<file path="config.mk">
export PLATFORM = sky130hd
export DESIGN_NAME = pipeline_control_unit
export DESIGN_NICKNAME = d
export VERILOG_FILES = /design/src/rtl/pipe_ctrl_pkg.sv /design/src/rtl/hazard_detector.sv /design/src/rtl/pipeline_control_unit.sv
export SDC_FILE = /design/constraint.sdc
export NUM_CORES = 1
export LEC_CHECK = 0
export CORE_MARGIN = 8
export CORE_UTILIZATION = 33
export CTS_CLUSTER_SIZE = 24
export DETAILED_ROUTE_END_ITERATION = 6
export GPL_TIMING_DRIVEN = 0
export PLACE_DENSITY = 0.8
export SYNTH_ARGS = -nofsm -noshare
export SYNTH_HDL_FRONTEND = slang
export SYNTH_SLANG_ARGS = --single-unit
</file>
<file path="constraint.sdc">
create_clock -name i_clk -period 2 [get_ports i_clk]
set_input_delay 0.4 -clock i_clk [delete_from_list [all_inputs] [get_ports i_clk]]
set_output_delay 0.4 -clock i_clk [all_outputs]
set_load 0.02 [all_outputs]
</file>
<file path="src/rtl/pipe_ctrl_pkg.sv">
// rtl/pipe_ctrl_pkg.sv - shared types and constants for the pipeline control unit
//
// Contents:
//   state_t               sequencer states (IDLE, RUN, STEP, DRAIN, DONE)
//   HALT_INSTR            encoding of the HALT instruction
//   DEFAULT_DRAIN_CYCLES  default number of EX/MEM/WB drain cycles
package pipe_ctrl_pkg;

    typedef enum logic [2:0] {
        ST_IDLE  = 3'd0,
        ST_RUN   = 3'd1,
        ST_STEP  = 3'd2,
        ST_DRAIN = 3'd3,
        ST_DONE  = 3'd4
    } state_t;

    localparam logic [31:0] HALT_INSTR           = 32'hFFFF_FFFF;
    localparam int          DEFAULT_DRAIN_CYCLES = 4;

endpackage

</file>
<file path="src/rtl/hazard_detector.sv">
// rtl/hazard_detector.sv - combinational load-use hazard comparator
//
// Ports:
//   i_ex_mem_read  in   instruction in EX is a load
//   i_ex_rt        in   destination register of the EX load
//   i_id_rs        in   first source register of the instruction in ID
//   i_id_rt        in   second source register of the instruction in ID
//   o_hazard       out  ID consumes the EX load result next cycle
module hazard_detector (
    input  logic       i_ex_mem_read,
    input  logic [4:0] i_ex_rt,
    input  logic [4:0] i_id_rs,
    input  logic [4:0] i_id_rt,
    output logic       o_hazard
);

    logic w_rt_nonzero;
    logic w_src_match;

    // $zero is never a real dependency, so a load targeting r0 cannot stall.
    assign w_rt_nonzero = (i_ex_rt != 5'd0);
    assign w_src_match  = (i_ex_rt == i_id_rs) || (i_ex_rt == i_id_rt);
    assign o_hazard     = i_ex_mem_read && w_rt_nonzero && w_src_match;

endmodule

</file>
<file path="src/rtl/pipeline_control_unit.sv">
// rtl/pipeline_control_unit.sv - run/step/halt sequencer and stall control for the 5-stage pipeline
//
// Parameters:
//   DRAIN_CYCLES   cycles spent draining EX/MEM/WB after HALT reaches ID (1..8)
//   NB_CYCLE       width of the active-cycle counter
// Optional feature macro:
//   PIPE_CTRL_CYCLE_COUNT_EN  enables the active-cycle counter on o_cycle_count
// Ports:
//   i_clk, i_reset         clock, synchronous active-high reset
//   i_run, i_step          debug free-run level / single-step pulse
//   i_halt_req             debug freeze request
//   i_halt_instr           ID holds the HALT encoding
//   i_jump                 ID resolved a taken branch/jump
//   i_id_rs, i_id_rt       ID source registers
//   i_ex_rt, i_ex_mem_read EX destination register / EX is a load
//   o_halt                 freeze all pipeline registers
//   o_stall                insert bubble in ID
//   o_pc_write             PC enable
//   o_ifid_write           IF/ID enable
//   o_ifid_flush           IF/ID clear (jump squash)
//   o_done                 program finished and drained
//   o_cycle_count          active-cycle count (0 when feature disabled)
import pipe_ctrl_pkg::*;

module pipeline_control_unit #(
    parameter int DRAIN_CYCLES = DEFAULT_DRAIN_CYCLES,
    parameter int NB_CYCLE     = 32
) (
    input  logic                i_clk,
    input  logic                i_reset,
    input  logic                i_run,
    input  logic                i_step,
    input  logic                i_halt_req,
    input  logic                i_halt_instr,
    input  logic                i_jump,
    input  logic [4:0]          i_id_rs,
    input  logic [4:0]          i_id_rt,
    input  logic [4:0]          i_ex_rt,
    input  logic                i_ex_mem_read,
    output logic                o_halt,
    output logic                o_stall,
    output logic                o_pc_write,
    output logic                o_ifid_write,
    output logic                o_ifid_flush,
    output logic                o_done,
    output logic [NB_CYCLE-1:0] o_cycle_count
);

    localparam logic [2:0] DRAIN_LOAD = 3'(DRAIN_CYCLES - 1);

    state_t     r_state;
    state_t     w_next_state;
    logic [2:0] r_drain_cnt;
    logic       w_hazard;
    logic       w_halt;

    hazard_detector u_hazard_detector (
        .i_ex_mem_read (i_ex_mem_read),
        .i_ex_rt       (i_ex_rt),
        .i_id_rs       (i_id_rs),
        .i_id_rt       (i_id_rt),
        .o_hazard      (w_hazard)
    );

    // State register plus the drain down-counter that qualifies DRAIN exit.
    always_ff @(posedge i_clk) begin
        if (i_reset) begin
            r_state     <= ST_IDLE;
            r_drain_cnt <= 3'd0;
        end else begin
            r_state <= w_next_state;
            if (r_state != ST_DRAIN && w_next_state == ST_DRAIN) begin
                r_drain_cnt <= DRAIN_LOAD;
            end else if (r_state == ST_DRAIN && r_drain_cnt != 3'd0) begin
                r_drain_cnt <= r_drain_cnt - 3'd1;
            end
        end
    end

    // Next-state logic. HALT in ID outranks a debug halt request so the
    // program's own end is never lost behind a freeze.
    always_comb begin
        w_next_state = r_state;
        case (r_state)
            ST_IDLE: begin
                if (i_run)       w_next_state = ST_RUN;
                else if (i_step) w_next_state = ST_STEP;
            end
            ST_RUN: begin
                if (i_halt_instr)    w_next_state = ST_DRAIN;
                else if (i_halt_req) w_next_state = ST_IDLE;
            end
            ST_STEP: begin
                w_next_state = i_halt_instr ? ST_DRAIN : ST_IDLE;
            end
            ST_DRAIN: begin
                if (r_drain_cnt == 3'd0) w_next_state = ST_DONE;
            end
            ST_DONE: begin
                w_next_state = ST_DONE;
            end
            default: begin
                w_next_state = ST_IDLE;
            end
        endcase
    end

    // Output logic. A HALT in ID is treated like a load-use stall so the
    // fetch side freezes and nothing past HALT enters the pipeline.
    always_comb begin
        w_halt       = 1'b1;
        o_stall      = 1'b0;
        o_pc_write   = 1'b0;
        o_ifid_write = 1'b0;
        o_ifid_flush = 1'b0;
        o_done       = 1'b0;
        case (r_state)
            ST_RUN, ST_STEP: begin
                w_halt = 1'b0;
                if (w_hazard || i_halt_instr) begin
                    o_stall = 1'b1;
                end else begin
                    o_pc_write   = 1'b1;
                    o_ifid_write = 1'b1;
                    o_ifid_flush = i_jump;
                end
            end
            ST_DRAIN: begin
                w_halt  = 1'b0;
                o_stall = 1'b1;
            end
            ST_DONE: begin
                o_done = 1'b1;
            end
            default: begin
                w_halt = 1'b1;
            end
        endcase
    end

    assign o_halt = w_halt;

`ifdef PIPE_CTRL_CYCLE_COUNT_EN
    logic [NB_CYCLE-1:0] r_cycle_count;

    // Counts every cycle the pipeline advances; wraps naturally.
    always_ff @(posedge i_clk) begin
        if (i_reset) begin
            r_cycle_count <= '0;
        end else if (!w_halt) begin
            r_cycle_count <= r_cycle_count + 1'b1;
        end
    end

    assign o_cycle_count = r_cycle_count;
`else
    assign o_cycle_count = '0;
`endif

endmodule

</file>
# Word-level counts from Yosys, hierarchy flattened
# Index checks and enable logic that the tools add are counted.
[classes]
add_sub_neg = 1
eq_ne = 8
n_mux = 17
reduce_logical = 14
[ops]
columns = ["operator", "n"]
rows = [
  ["two-way mux 3 bit", 5],
  ["case mux 3 bit (5 select lines)", 1],
  ["== test 5 bit", 2],
  ["== test 3 x 2 -> 1 bit, second input constant", 3],
  ["two-way mux 1 bit", 7],
  ["zero test 3 bit", 2],
  ["two-way mux 2 bit", 3],
  ["nonzero test 5 bit", 1],
  ["logical AND 1 bit", 4],
  ["OR reduction 2 bit", 2],
  ["== test 3 x 1 -> 1 bit, second input constant", 1],
  ["== test 3 bit, second input constant", 1],
  ["!= test 3 x 2 -> 1 bit, second input constant", 1],
  ["nonzero test 3 bit", 1],
  ["OR reduction 3 bit", 1],
  ["subtractor 3 x 1 -> 3 bit, second input constant", 1],
  ["logical OR 1 bit", 2],
  ["case mux 1 bit (2 select lines)", 1],
  ["nonzero test 2 bit", 1],
]
[totals]
reg_bits = 6
inputBits = 23
word_cells = 43

# Depth between registers and ports, before layout
[logic_depth]
depth_word = 6
depth_mapped = 7

# Hierarchy
# Synthesis repeated with hierarchy kept, for this count alone.
[unflattened]
cells_unflattened = 99
hier_area_um2 = 794.5
[by_module_without_submodules]
columns = ["mod", "n_inst", "cells_per_inst", "area_per_inst_um2"]
rows = [
  ["pipeline_control_unit", 1, 82, 669.4],
  ["hazard_detector", 1, 17, 125.1],
]

# Least setup slack after synthesis
# No wires, ideal clock.
[synth_path]
path_type = "in2out"
from = "in i_ex_rt[1]"
to = "out o_pc_write"
arrival_ns = 1.723
t_required_ns = 1.600
setup_slack_ns = -0.123
path_stages = 5
path_cell_list = "or4_4 -> o21ai_2 -> o21bai_2 -> nor3_2 -> buf_4"
[synth_via]
elab_chain_len = 6
word_cells_on_any_way = 9
[synth_rtl]
columns = ["item", "line", "text"]
rows = [
  ["from (decl)", "pipeline_control_unit.sv:38", "input logic [4:0] i_ex_rt,"],
  ["== test 5 bit or nonzero test 5 bit (tied branches)", "hazard_detector.sv:22, hazard_detector.sv:21", ""],
  ["logical OR 1 bit or logical AND 1 bit (tied branches)", "hazard_detector.sv:22, hazard_detector.sv:23", ""],
  ["logical AND 1 bit (*)", "hazard_detector.sv:23", "assign o_hazard = i_ex_mem_read && w_rt_nonzero && w_src_match;"],
  ["logical OR 1 bit (*)", "pipeline_control_unit.sv:120", "if (w_hazard || i_halt_instr) begin"],
  ["two-way mux 1 bit (*) (2 in a row)", "-", ""],
  ["to (decl)", "pipeline_control_unit.sv:42", "output logic o_pc_write,"],
]
# Mark *: on every way between the ends. The rest lies on a longest branch, timed or not.

# Worst setup path in the final report
[layout_path]
from = "in i_ex_rt[4]"
to = "out o_stall"
[layout_via]
elab_chain_len = 6
word_cells_on_any_way = 9
[layout_rtl]
columns = ["item", "line", "text"]
rows = [
  ["== test 5 bit or nonzero test 5 bit (tied branches)", "hazard_detector.sv:22, hazard_detector.sv:21", ""],
  ["logical OR 1 bit or logical AND 1 bit (tied branches)", "hazard_detector.sv:22, hazard_detector.sv:23", ""],
  ["logical AND 1 bit (*)", "hazard_detector.sv:23", ""],
  ["logical OR 1 bit (*)", "pipeline_control_unit.sv:120", ""],
  ["two-way mux 1 bit (*)", "pipeline_control_unit.sv:120", ""],
  ["case mux 1 bit (2 select lines) (*)", "pipeline_control_unit.sv:117", "case (r_state)"],
  ["to (decl)", "pipeline_control_unit.sv:41", "output logic o_stall,"],
]
# Marks and branches as above.

==> impl_results.md <==
* Critical Path Source Type: input port
* WP data required at 1600 ps
* DRT iter0 DRCs at 9
* Chip Height at 64.5 um
* Critical path, cell by cell: buf_8 -> or4_4 -> o21ai_4 -> buf_4 -> a2111o_1 -> nand3_2 -> buf_6
* Post-Route Utilization at 57.6%
* # DRC at 0
* CTS Buf Count at 3
* Post-Route Setup TNS at -141 ps
* Synth Area per Inst at 7.77 sq um
* Synth Warn # at 0
* P_leak at 0.000696 uW
* Post-synthesis simple-gate area fraction at 15.1%
* Pre-CTS WS at -1010 ps
* Layout cell share with drive strength beyond 1 at 37.2%
* Synth top area share at 31.9%
* Number of hold buffers added after CTS at 0
* Diode count at 0
* Count leader, synth: buf_4
* TritonCTS clock tree: built
* Gate Count Post-Synth at 100
* Worst VDD drop at 0.348 mV
* Top cells by area, synth: buf_4, dfxtp_1, xor2_1
* Critical path's slowest cell: or4_4
* Number of H-tree levels at 1
* Clock-pin slew on the worst setup and hold paths at 40 ps
* Final worst-path cycle share at 104%
* EDFF count, synth at 0
* Fin. Hold Viols at 0
* Min-delay worst type: reg2reg
* Worst setup margin at -70.0 ps
* Post-synthesis adder-cell area fraction at 3.22%
* Main combinational cell family by area after synthesis: buffers and inverters
* Startpoint of the worst register-to-register path: r_state[0]
* Nets@finish at 191
* Final Skew at 3.65 ps
* Worst-case clock buffer depth at 2
* HPWL Detailed at 1.78 mm
* Final slew viol count at 0
* Die ar. at 0.00416 sq mm
* Port bufs at 28
* Layout area overhead at 64.1%
* Average wire per standard cell at 10.4 um
* Core Region at 0.00221 sq mm
* Critical path class: in2out
* Initial antenna violation count at 0
* Critical Path End Type: output pin
* Syn Std Cell Area at 777 sq um
* Async SR Flop Fraction at 0%
* Failing checks: setup timing
* CP delay by family, top: simple AND/OR/NAND/NOR gates
* Power Density at 493 mW/mm^2
* Detail Route Antenna Nets at 0
* Synth Area in XOR/XNOR at 13.5%
* Synth area leader: buf_4
* Crit path depth at 7
* FILL cells at 209
* I/O pin total at 61
* Routed wire length at 2.00 mm
* Synth cell types at 30
* Fmax at 483 MHz
* CP startpoint: i_ex_rt[4]
* Starting Density at 35.1%
* Top_reg_cell synth: dfxtp_1
* Post-synthesis register bit count at 6
* Fin crit period at 2070 ps
* Worst-Skew Late Latency at 240 ps
* Chip width at 64.5 um
* Crit-path max FO at 2
* Vias in the first global route at 762
* Setup repair after global routing missed its margin: true
* DRT Pass-1 Iters at 4
* Clock Tree Root: clkbuf_4
* # Max-Cap Violations at 0
* Largest stage delay, worst path at 530 ps
* Multiplexer share of the synthesized area at 1.29%
* Register area share after synthesis at 15.5%
* Final setup viols at 3
* Rows at 17
* Most frequent cells after synthesis: buf_4, xor2_1, inv_1, dfxtp_1, nor2_1
* Largest net degree at the start of global routing at 9
* CP bufs+invs at 3
* Global-route wire length before repair at 3.34 mm
* FF-to-FF End: r_state[1]
* Worst Setup EP: o_stall
* Via count at 728
* Post-synthesis compound-gate area fraction at 13.2%
* CP Data Arrival Time at 1670 ps
* Clock Sink Count at 6
* Reg2reg setup slack at 470 ps
* Routability cong. at 0.869
* Via/cell ratio at 3.79
* Status: complete, but fails checks
* R2r worst-path depth at 6
* Grt ovf at 0
* Total Routing Usage GR at 9.65%
[through the flow]
| stage | power [uW] | std cells | hold WS, ps | cell area [sq um] |
|---|---|---|---|---|
| after detailed placement | 515 | 187 | 529 | 1210 |
| after floorplan | 402 | 131 | 469 | 900 |
| after global placement | 507 | 187 | 523 | 1210 |
| after CTS | 632 | 192 | 535 | 1260 |
| final | 628 | 192 | 532 | 1270 |
| after global routing | 682 | 192 | 574 | 1270 |
[timing repair]
item / in CTS / in global routing
buffers inserted: 2 / 0
endpoints found under the setup margin: 4 / 6
hold endpoints to repair: 0 / 0
gates resized for setup: 59 / 5
pin swaps: 12 / 2
[cells by family after synthesis]
group | count (synthesis)
AO/OA/AOI/OAI | 13
XOR/XNOR | 12
adder cells (fa/ha/maj) | 2
buffers and inverters | 44
flip-flops | 6
multiplexers | 1
other | 1
AND/OR/NAND/NOR | 21
[where the power goes]
part / leakage, uW / internal [uW] / switching (uW)
clock: 0.0000138 / 67.6 / 39.9
combinational: 0.000633 / 176 / 204
sequential: 0.0000492 / 135 / 5.67
[layout make-up]
class                   count  area (sq um)  share of cell area, %
multi-input cells          81           522                   40.9
repair buffers             30           283                   22.2
plain buffers              36           263                   20.6
flip-flops and latches      6           120                   9.42
well taps                  28          35.0                   2.75
inverters                   8          30.0                   2.36
clock buffers               3          22.5                   1.77
[layout by cell type, fill, tap and decap left out, types with 4 or more instances in the layout]
master            n
nand2_1           4
buf_2             4
inv_1             8
dlygate4sd2_1    10
xor2_1           10
conb_1           32
clkdlybuf4s50_1   6
dfxtp_1           6
nor2_1            6
buf_4            36
[worst min-delay path by stage]
stage / start / end / slack, ps / cells past startpoint
2_1_floorplan: i_reset / r_drain_cnt[0] / 470 / 1
3_5_place_dp: r_drain_cnt[2] / r_drain_cnt[2] / 530 / 2
4_1_cts: r_drain_cnt[2] / r_drain_cnt[2] / 530 / 2
3_3_place_gp: r_drain_cnt[2] / r_drain_cnt[2] / 520 / 2
5_1_grt: r_drain_cnt[2] / r_drain_cnt[2] / 570 / 2
6_report: r_drain_cnt[2] / r_drain_cnt[2] / 530 / 2
[tightest hold or removal path: stages, from the launching register on]
cell	delay [ps]
dfxtp_1	300
nor2_1	120
a2111oi_2	60
[flip-flops by register name, summed over array words and instances, names as in the netlist]
| register | flops |
|---|---|
| r_state | 3 |
| r_drain_cnt | 3 |
[routing by layer]
layer | up-vias | GRT usage [%] | wire, um
met5 | - | 0 | 0
li1 | 394 | - | -
met1 | 299 | 9.85 | 749
met2 | 31 | 16.8 | 1050
met4 | 0 | 4.36 | 44
met3 | 4 | 4.12 | 161
Note: power is estimated with default switching activity, not from simulation.
